--- config.mk ---
export PLATFORM = sky130hd
export DESIGN_NAME = rv32m_muldiv_unit
export DESIGN_NICKNAME = d
export VERILOG_FILES = /design/src/rtl/rv32m_muldiv_unit.sv
export SDC_FILE = /design/constraint.sdc
export NUM_CORES = 1
export LEC_CHECK = 0
export ABC_AREA = 1
export CAP_MARGIN = 10
export CORE_MARGIN = 4
export CORE_UTILIZATION = 45
export DETAILED_ROUTE_END_ITERATION = 8
export GPL_TIMING_DRIVEN = 0
export SLEW_MARGIN = 15
export SYNTH_ARGS = -nofsm -noshare
export SYNTH_HDL_FRONTEND = slang
export SYNTH_SLANG_ARGS = --single-unit
--- constraint.sdc ---
create_clock -name clk -period 15.28 [get_ports clk]
set_input_delay 3.056 -clock clk [delete_from_list [all_inputs] [get_ports clk]]
set_output_delay 3.056 -clock clk [all_outputs]
set_load 0.005 [all_outputs]
--- src/rtl/rv32m_muldiv_unit.sv ---
// Iterative RV32M multiply/divide unit: 32-step shift-add multiply and restoring divide
// on operand magnitudes, sign fixup on the last step, one-cycle DONE write-back.
module rv32m_muldiv_unit #(
  parameter int N = 32
) (
  input  logic         clk,
  input  logic         reset,
  input  logic         start_i,
  input  logic [2:0]   funct3_i,
  input  logic [N-1:0] rs1_data_i,
  input  logic [N-1:0] rs2_data_i,
  input  logic [4:0]   rd_i,
  output logic         busy_o,
  output logic         done_o,
  output logic [N-1:0] result_o,
  output logic         Reg_Write_o,
  output logic [4:0]   Write_Register_o
);

  typedef enum logic [1:0] {IDLE, CALC, DONE} state_t;
  state_t state, state_next;

  logic [2:0]     f3;
  logic           sa, sb;
  logic [N-1:0]   a_mag, b_mag;
  logic [2*N-1:0] acc;
  logic [5:0]     cnt;

  // Operand decode at the start edge
  logic         is_div_in, a_signed_in, b_signed_in, sa_in, sb_in;
  logic         div_zero, div_ovf, special;
  logic [N-1:0] a_mag_in, b_mag_in, special_res;

  assign is_div_in   = funct3_i[2];
  assign a_signed_in = !(funct3_i[0] && (funct3_i[1] || funct3_i[2]));
  assign b_signed_in = funct3_i[2] ? !funct3_i[0] : !funct3_i[1];
  assign sa_in       = a_signed_in && rs1_data_i[N-1];
  assign sb_in       = b_signed_in && rs2_data_i[N-1];
  assign a_mag_in    = sa_in ? -rs1_data_i : rs1_data_i;
  assign b_mag_in    = sb_in ? -rs2_data_i : rs2_data_i;
  assign div_zero    = is_div_in && (rs2_data_i == '0);
  assign div_ovf     = is_div_in && b_signed_in && (rs1_data_i == {1'b1, {(N-1){1'b0}}})
                       && (rs2_data_i == '1);
  assign special     = div_zero || div_ovf;
  // Overflow dividend is the most negative value, which is also the DIV result
  assign special_res = funct3_i[1] ? (div_zero ? rs1_data_i : '0)
                                   : (div_zero ? '1 : rs1_data_i);

  // One iteration step; multiply keeps {hi, multiplier}, divide keeps {rem, quotient}
  logic [N:0]     mul_sum, div_shl;
  logic           div_ge;
  logic [N-1:0]   div_sub;
  logic [2*N-1:0] acc_next, prod_f;
  logic [N-1:0]   quo_f, rem_f, final_res;

  assign mul_sum  = {1'b0, acc[2*N-1:N]} + {1'b0, (acc[0] ? a_mag : '0)};
  assign div_shl  = {acc[2*N-1:N], acc[N-1]};
  assign div_ge   = div_shl >= {1'b0, b_mag};
  assign div_sub  = div_shl[N-1:0] - b_mag;
  assign acc_next = f3[2] ? (div_ge ? {div_sub, acc[N-2:0], 1'b1} : {acc[2*N-2:0], 1'b0})
                          : {mul_sum, acc[N-1:1]};
  assign prod_f   = (sa ^ sb) ? -acc_next : acc_next;
  assign quo_f    = (sa ^ sb) ? -acc_next[N-1:0] : acc_next[N-1:0];
  assign rem_f    = sa ? -acc_next[2*N-1:N] : acc_next[2*N-1:N];

  always_comb begin
    final_res = prod_f[2*N-1:N];
    case (f3)
      3'b000:         final_res = prod_f[N-1:0];
      3'b100, 3'b101: final_res = quo_f;
      3'b110, 3'b111: final_res = rem_f;
      default:        final_res = prod_f[2*N-1:N];
    endcase
  end

  always_ff @(posedge clk or posedge reset) begin
    if (reset) state <= IDLE;
    else       state <= state_next;
  end

  always_comb begin
    state_next = state;
    case (state)
      IDLE:    if (start_i) state_next = special ? DONE : CALC;
      CALC:    if (cnt == 6'd1) state_next = DONE;
      DONE:    state_next = IDLE;
      default: state_next = IDLE;
    endcase
  end

  always_comb begin
    busy_o      = ((state == IDLE) && start_i) || (state == CALC);
    done_o      = (state == DONE);
    Reg_Write_o = (state == DONE) && (Write_Register_o != 5'd0);
  end

  always_ff @(posedge clk or posedge reset) begin
    if (reset) begin
      f3               <= '0;
      sa               <= 1'b0;
      sb               <= 1'b0;
      a_mag            <= '0;
      b_mag            <= '0;
      acc              <= '0;
      cnt              <= '0;
      result_o         <= '0;
      Write_Register_o <= '0;
    end else begin
      case (state)
        IDLE: if (start_i) begin
          f3               <= funct3_i;
          sa               <= sa_in;
          sb               <= sb_in;
          a_mag            <= a_mag_in;
          b_mag            <= b_mag_in;
          acc              <= {{N{1'b0}}, (is_div_in ? a_mag_in : b_mag_in)};
          cnt              <= 6'd32;
          Write_Register_o <= rd_i;
          if (special) result_o <= special_res;
        end
        CALC: begin
          acc <= acc_next;
          cnt <= cnt - 6'd1;
          if (cnt == 6'd1) result_o <= final_res;
        end
        default: ;
      endcase
    end
  end

endmodule

# Word-level counts from Yosys, hierarchy flattened
# Index checks and enable logic that the tools add are counted.
# op_classes
addsub,8
mul,0
div,0
order_cmp,1
eq_ne,12
shifts,0
n_mux,26
bitwise_logic,1
reduce_logical,26
# ops
op,n
32-bit two-way mux,12
64-bit two-way mux,4
32-bit negator,4
64-bit case mux with 2 select lines,1
32-bit case mux with 3 select lines,1
32-bit equality test (second input constant),2
64-bit negator,1
32-bit case mux with 2 select lines,1
32-bit by 32-bit adder with 33-bit output,1
33-bit by 32-bit greater-or-equal comparator with 1-bit output,1
32-bit logical NOT,1
32-bit subtractor,1
3-bit equality test (second input constant),4
6-bit case mux with 2 select lines,1
1-bit logical AND,9
6-bit by 1-bit equality test with 1-bit output (second input constant),1
2-bit two-way mux,3
6-bit two-way mux,1
2-bit inequality test (second input constant),3
2-bit AND reduction,3
6-bit by 1-bit subtractor with 6-bit output (second input constant),1
5-bit nonzero test,1
2-bit case mux with 2 select lines,1
4-bit AND reduction,1
other kinds (10),15
# totals
regBits,178
latch_bits,0
ram_bits,0
romBits,0
in_bits,75
output_inout_bits,40
elab_cells,84
mem_count,0

# Longest topological paths before layout
# depth
depth_word,9
mapped_depth,32
ltp_nobuf,31

# Least setup slack after synthesis
# No wires, ideal clock.
# synth_path
kind,input -> output
startpoint,in start_i
endpoint,out busy_o
arrival_ns,4.106
t_required_ns,12.224
setup_slack_ns,8.118
stages,5
n_path_buf,1
cell_sequence,inv_1 > nor2_1 > clkinv_1 > nand2_1 > clkbuf_1
# synth_between
elab_chain_cells,2
# synth_rtl
element,line,rtl
from (decl),8,"input logic start_i,"
1-bit logical AND,92,busy_o = ((state == IDLE) && start_i) || (state == CALC);
1-bit logical OR,92,
to (decl),13,"output logic busy_o,"
# No other way between the ends.

# Worst setup path in the final report
# Ends and elaborated chain as after synthesis.

==> run_results.csv <==
group,metric,value,unit
sta,period_share,62.1,%
logic_synthesis,ys_types,56,
logic_synthesis,synthXorXnorAreaFrac,3.69,%
flow_run,maxCapViolations,0,
floorplanning,fp-row-count,75,
grt,track_usage,39.0,%
clock_tree,numCtsBuffers,17,
cells_and_area,nFillCells,4459,
worst_setup_path,critPathKind,"primary input to output pin",
place,hpwl,77400,um
floorplanning,start_util,46.0,%
clock_tree,clockRootBuffer,"clkbuf_16",
grt,gr-total-overflow,0,
cells_and_area,utilization,51.9,%
sta,max_slew.worst_pin.slew,1.04,ns
detailed_routing,drt_first_pass_iters,8,
pwr,peakVddDrop,0.0000810,V
logic_synthesis,synth_ff_type,"dfrtp_1",
worst_setup_path,arrival,6.43,ns
cells_and_area,final_common_cell,"nand2_1",
worst_setup_path,path_max_fanout,10,
worst_setup_path,required,12.22,ns
grt,antenna_found_initial,2,
clock_tree,holdBufCountCts,0,
sta,timing.fmax,105,MHz
sta,worst_slack,5.80,ns
logic_synthesis,async_flop_share,100,%
worst_setup_path,start_kind,"primary input",
place,post-place-ws,5.91,ns
clock_tree,post_cts_resized,0,
sta,setup_violations,0,
place,numPortBuffers,113,
place,gp_congestion,1.14,
grt,grt_pass1_wl,136000,um
logic_synthesis,yosys-top-cells-area,"dfrtp_1 23%, nand2_1 20%, inv_1 8.8%",
cells_and_area,multi_input_area,12600,um^2
clock_tree,clkSinkCount,178,
cells_and_area,nets,3544,
cells_and_area,n_antenna_cell,0,
clock_tree,insertion_delay,0.49,ns
logic_synthesis,synth_nets,3411,
pwr,power,3.71,mW
sta,rsz0062_at_grt,"false",
worst_hold_path,hp-class,"flop to flop",
clock_tree,post_cts_buffers,0,
logic_synthesis,netlist_area,19500,um^2
floorplanning,coreArea,42300,um^2
sta,maxSlewViolCount,0,
logic_synthesis,ys.warnings.count,0,
detailed_routing,drtIter0Drc,3234,
logic_synthesis,synth_edf_count,0,
clock_tree,htreeDepth,4,
sta,min_period,9.48,ns
clock_tree,clkSlewWorstSetupHoldPaths,0.07,ns
clock_tree,cts_buffer_depth,2,
logic_synthesis,syn_area_per_cell,5.96,um^2
detailed_routing,wl_per_cell,23.6,um
cells_and_area,ff_latch_area,4450,um^2
clock_tree,cts_tree,"built",
sta,finClkSkew,0.0131,ns
pwr,p_per_area,169,nW/um^2
logic_synthesis,synth_mux_area_share,0.206,%
worst_setup_path,cp-end-kind,"output pin",
floorplanning,dieArea,46600,um^2
logic_synthesis,synth_fa_ha_area_share,5.39,%
sta,slew_headroom,30.2,%
floorplanning,die_w,216,um
status,outcome,"finished, final reports clean",
cells_and_area,area_growth,12.9,%
floorplanning,ios,115,
worst_hold_path,holdPathStages,2,
pwr,p_leak,11.6,nW
detailed_routing,routed_wl,93900,um
grt,grt_pass1_vias,21500,
grt,grt_max_degree,109,
worst_setup_path,r2r_cells,29,
logic_synthesis,syn_inst,3263,
logic_synthesis,synth_compound_area_share,14.1,%
logic_synthesis,synth_top_family_by_area,"simple AND/OR/NAND/NOR gates",
cells_and_area,final_area,22000,um^2
logic_synthesis,synth-seq-area-share,22.9,%
logic_synthesis,ys_ff_latch,178,
sta,finalSetupTns,0,ns
detailed_routing,vias,23200,
logic_synthesis,synth.top_cell.area_share,22.9,%
floorplanning,die_height,216,um
detailed_routing,ant_nets,0,
logic_synthesis,synth_top_cell_by_area,"dfrtp_1",
detailed_routing,drc,0,
place,place_area,21400,um^2
cells_and_area,final_cell_mix,"1017 x nand2_1, 457 x inv_1, 314 x nand3_1",
sta,hold_viol,0,
cells_and_area,drive_gt1_share,6.22,%
logic_synthesis,synth-simple-area-share,41.6,%
detailed_routing,vias_per_cell,5.81,
## Yosys cell counts (24+ instances only)
library cell,number
nand2_1,1017
inv_1,458
nand3_1,314
nor2_1,285
o21ai_0,202
dfrtp_1,178
a21oi_1,126
xor2_1,77
clkbuf_1,74
ha_1,71
nand4_1,49
nor3_1,32
or2_2,25
a31oi_1,24
## report_power, final
group | total [mW] | internal [mW] | switching [mW]
combinational | 2.55 | 0.700 | 1.85
sequential | 0.681 | 0.550 | 0.131
clock | 0.484 | 0.254 | 0.230
total | 3.71 | 1.50 | 2.21
## cells by family (layout without fill, tap and decap cells)
| logic type | after synthesis | in the layout |
|---|---|---|
| multiplexers | 4 | 4 |
| buffers and inverters | 598 | 744 |
| XOR/XNOR | 82 | 82 |
| flip-flops | 178 | 178 |
| AO/OA/AOI/OAI | 476 | 476 |
| AND/OR/NAND/NOR | 1840 | 1840 |
| adder cells (fa/ha/maj) | 85 | 85 |
## layout make-up
cell class                      count  area share [%]
Multi-Input combinational cell   2487            57.5
Tap cell                          577            3.28
Timing Repair Buffer              114            5.27
Sequential cell                   178            20.3
Clock inverter                     14           0.865
Inverter                          478            8.20
Buffer                            120            2.58
Clock buffer                       18            2.00
## worst max-delay path, cell delays in order
cell,delay [ns]
clkdlybuf4s50_1,0.48
inv_1,0.05
nor2_1,0.63
clkinv_1,0.45
nand2_1,0.35
clkbuf_1,0.75
clkdlybuf4s50_1,0.66
## sequential cells by signal, indices dropped and copies added (netlist names)
register / count
sb: 1
a_mag: 32
acc: 64
cnt: 6
Write_Register_o: 5
sa: 1
b_mag: 32
state: 2
result_o: 32
f3: 3
## stage by stage
stage          instances  hold slack [ns]
6_report            3986            0.488
5_1_grt             3986            0.510
4_1_cts             3986            0.488
3_5_place_dp        3954            0.464
3_3_place_gp        3953            0.463
2_1_floorplan       3263            0.443
## layer usage
metal / GRT usage (%) / up-vias / share of wire (%)
met5: 0 / - / 0.034
met4: 22.3 / 4 / 6.7
met3: 7.92 / 263 / 10
met2: 59.8 / 1341 / 43
met1: 51.3 / 10800 / 41
li1: - / 10800 / -
## worst paths after layout
kind / end / slack [ns] / start
max in group asynchronous: acc[50]$_DFFE_PP0P_ / 11.32 / reset
setup reg to reg: result_o[30]$_DFFE_PP0P_ / 9.67 / acc[51]$_DFFE_PP0P_
min in group asynchronous: Write_Register_o[2]$_DFFE_PP0P_ / 3.00 / reset
setup / recovery: busy_o / 5.80 / start_i
hold reg to reg: result_o[10]$_DFFE_PP0P_ / 0.49 / result_o[10]$_DFFE_PP0P_
hold / removal: result_o[10]$_DFFE_PP0P_ / 0.49 / result_o[10]$_DFFE_PP0P_
No activity file was read; power rests on OpenSTA's default activity.
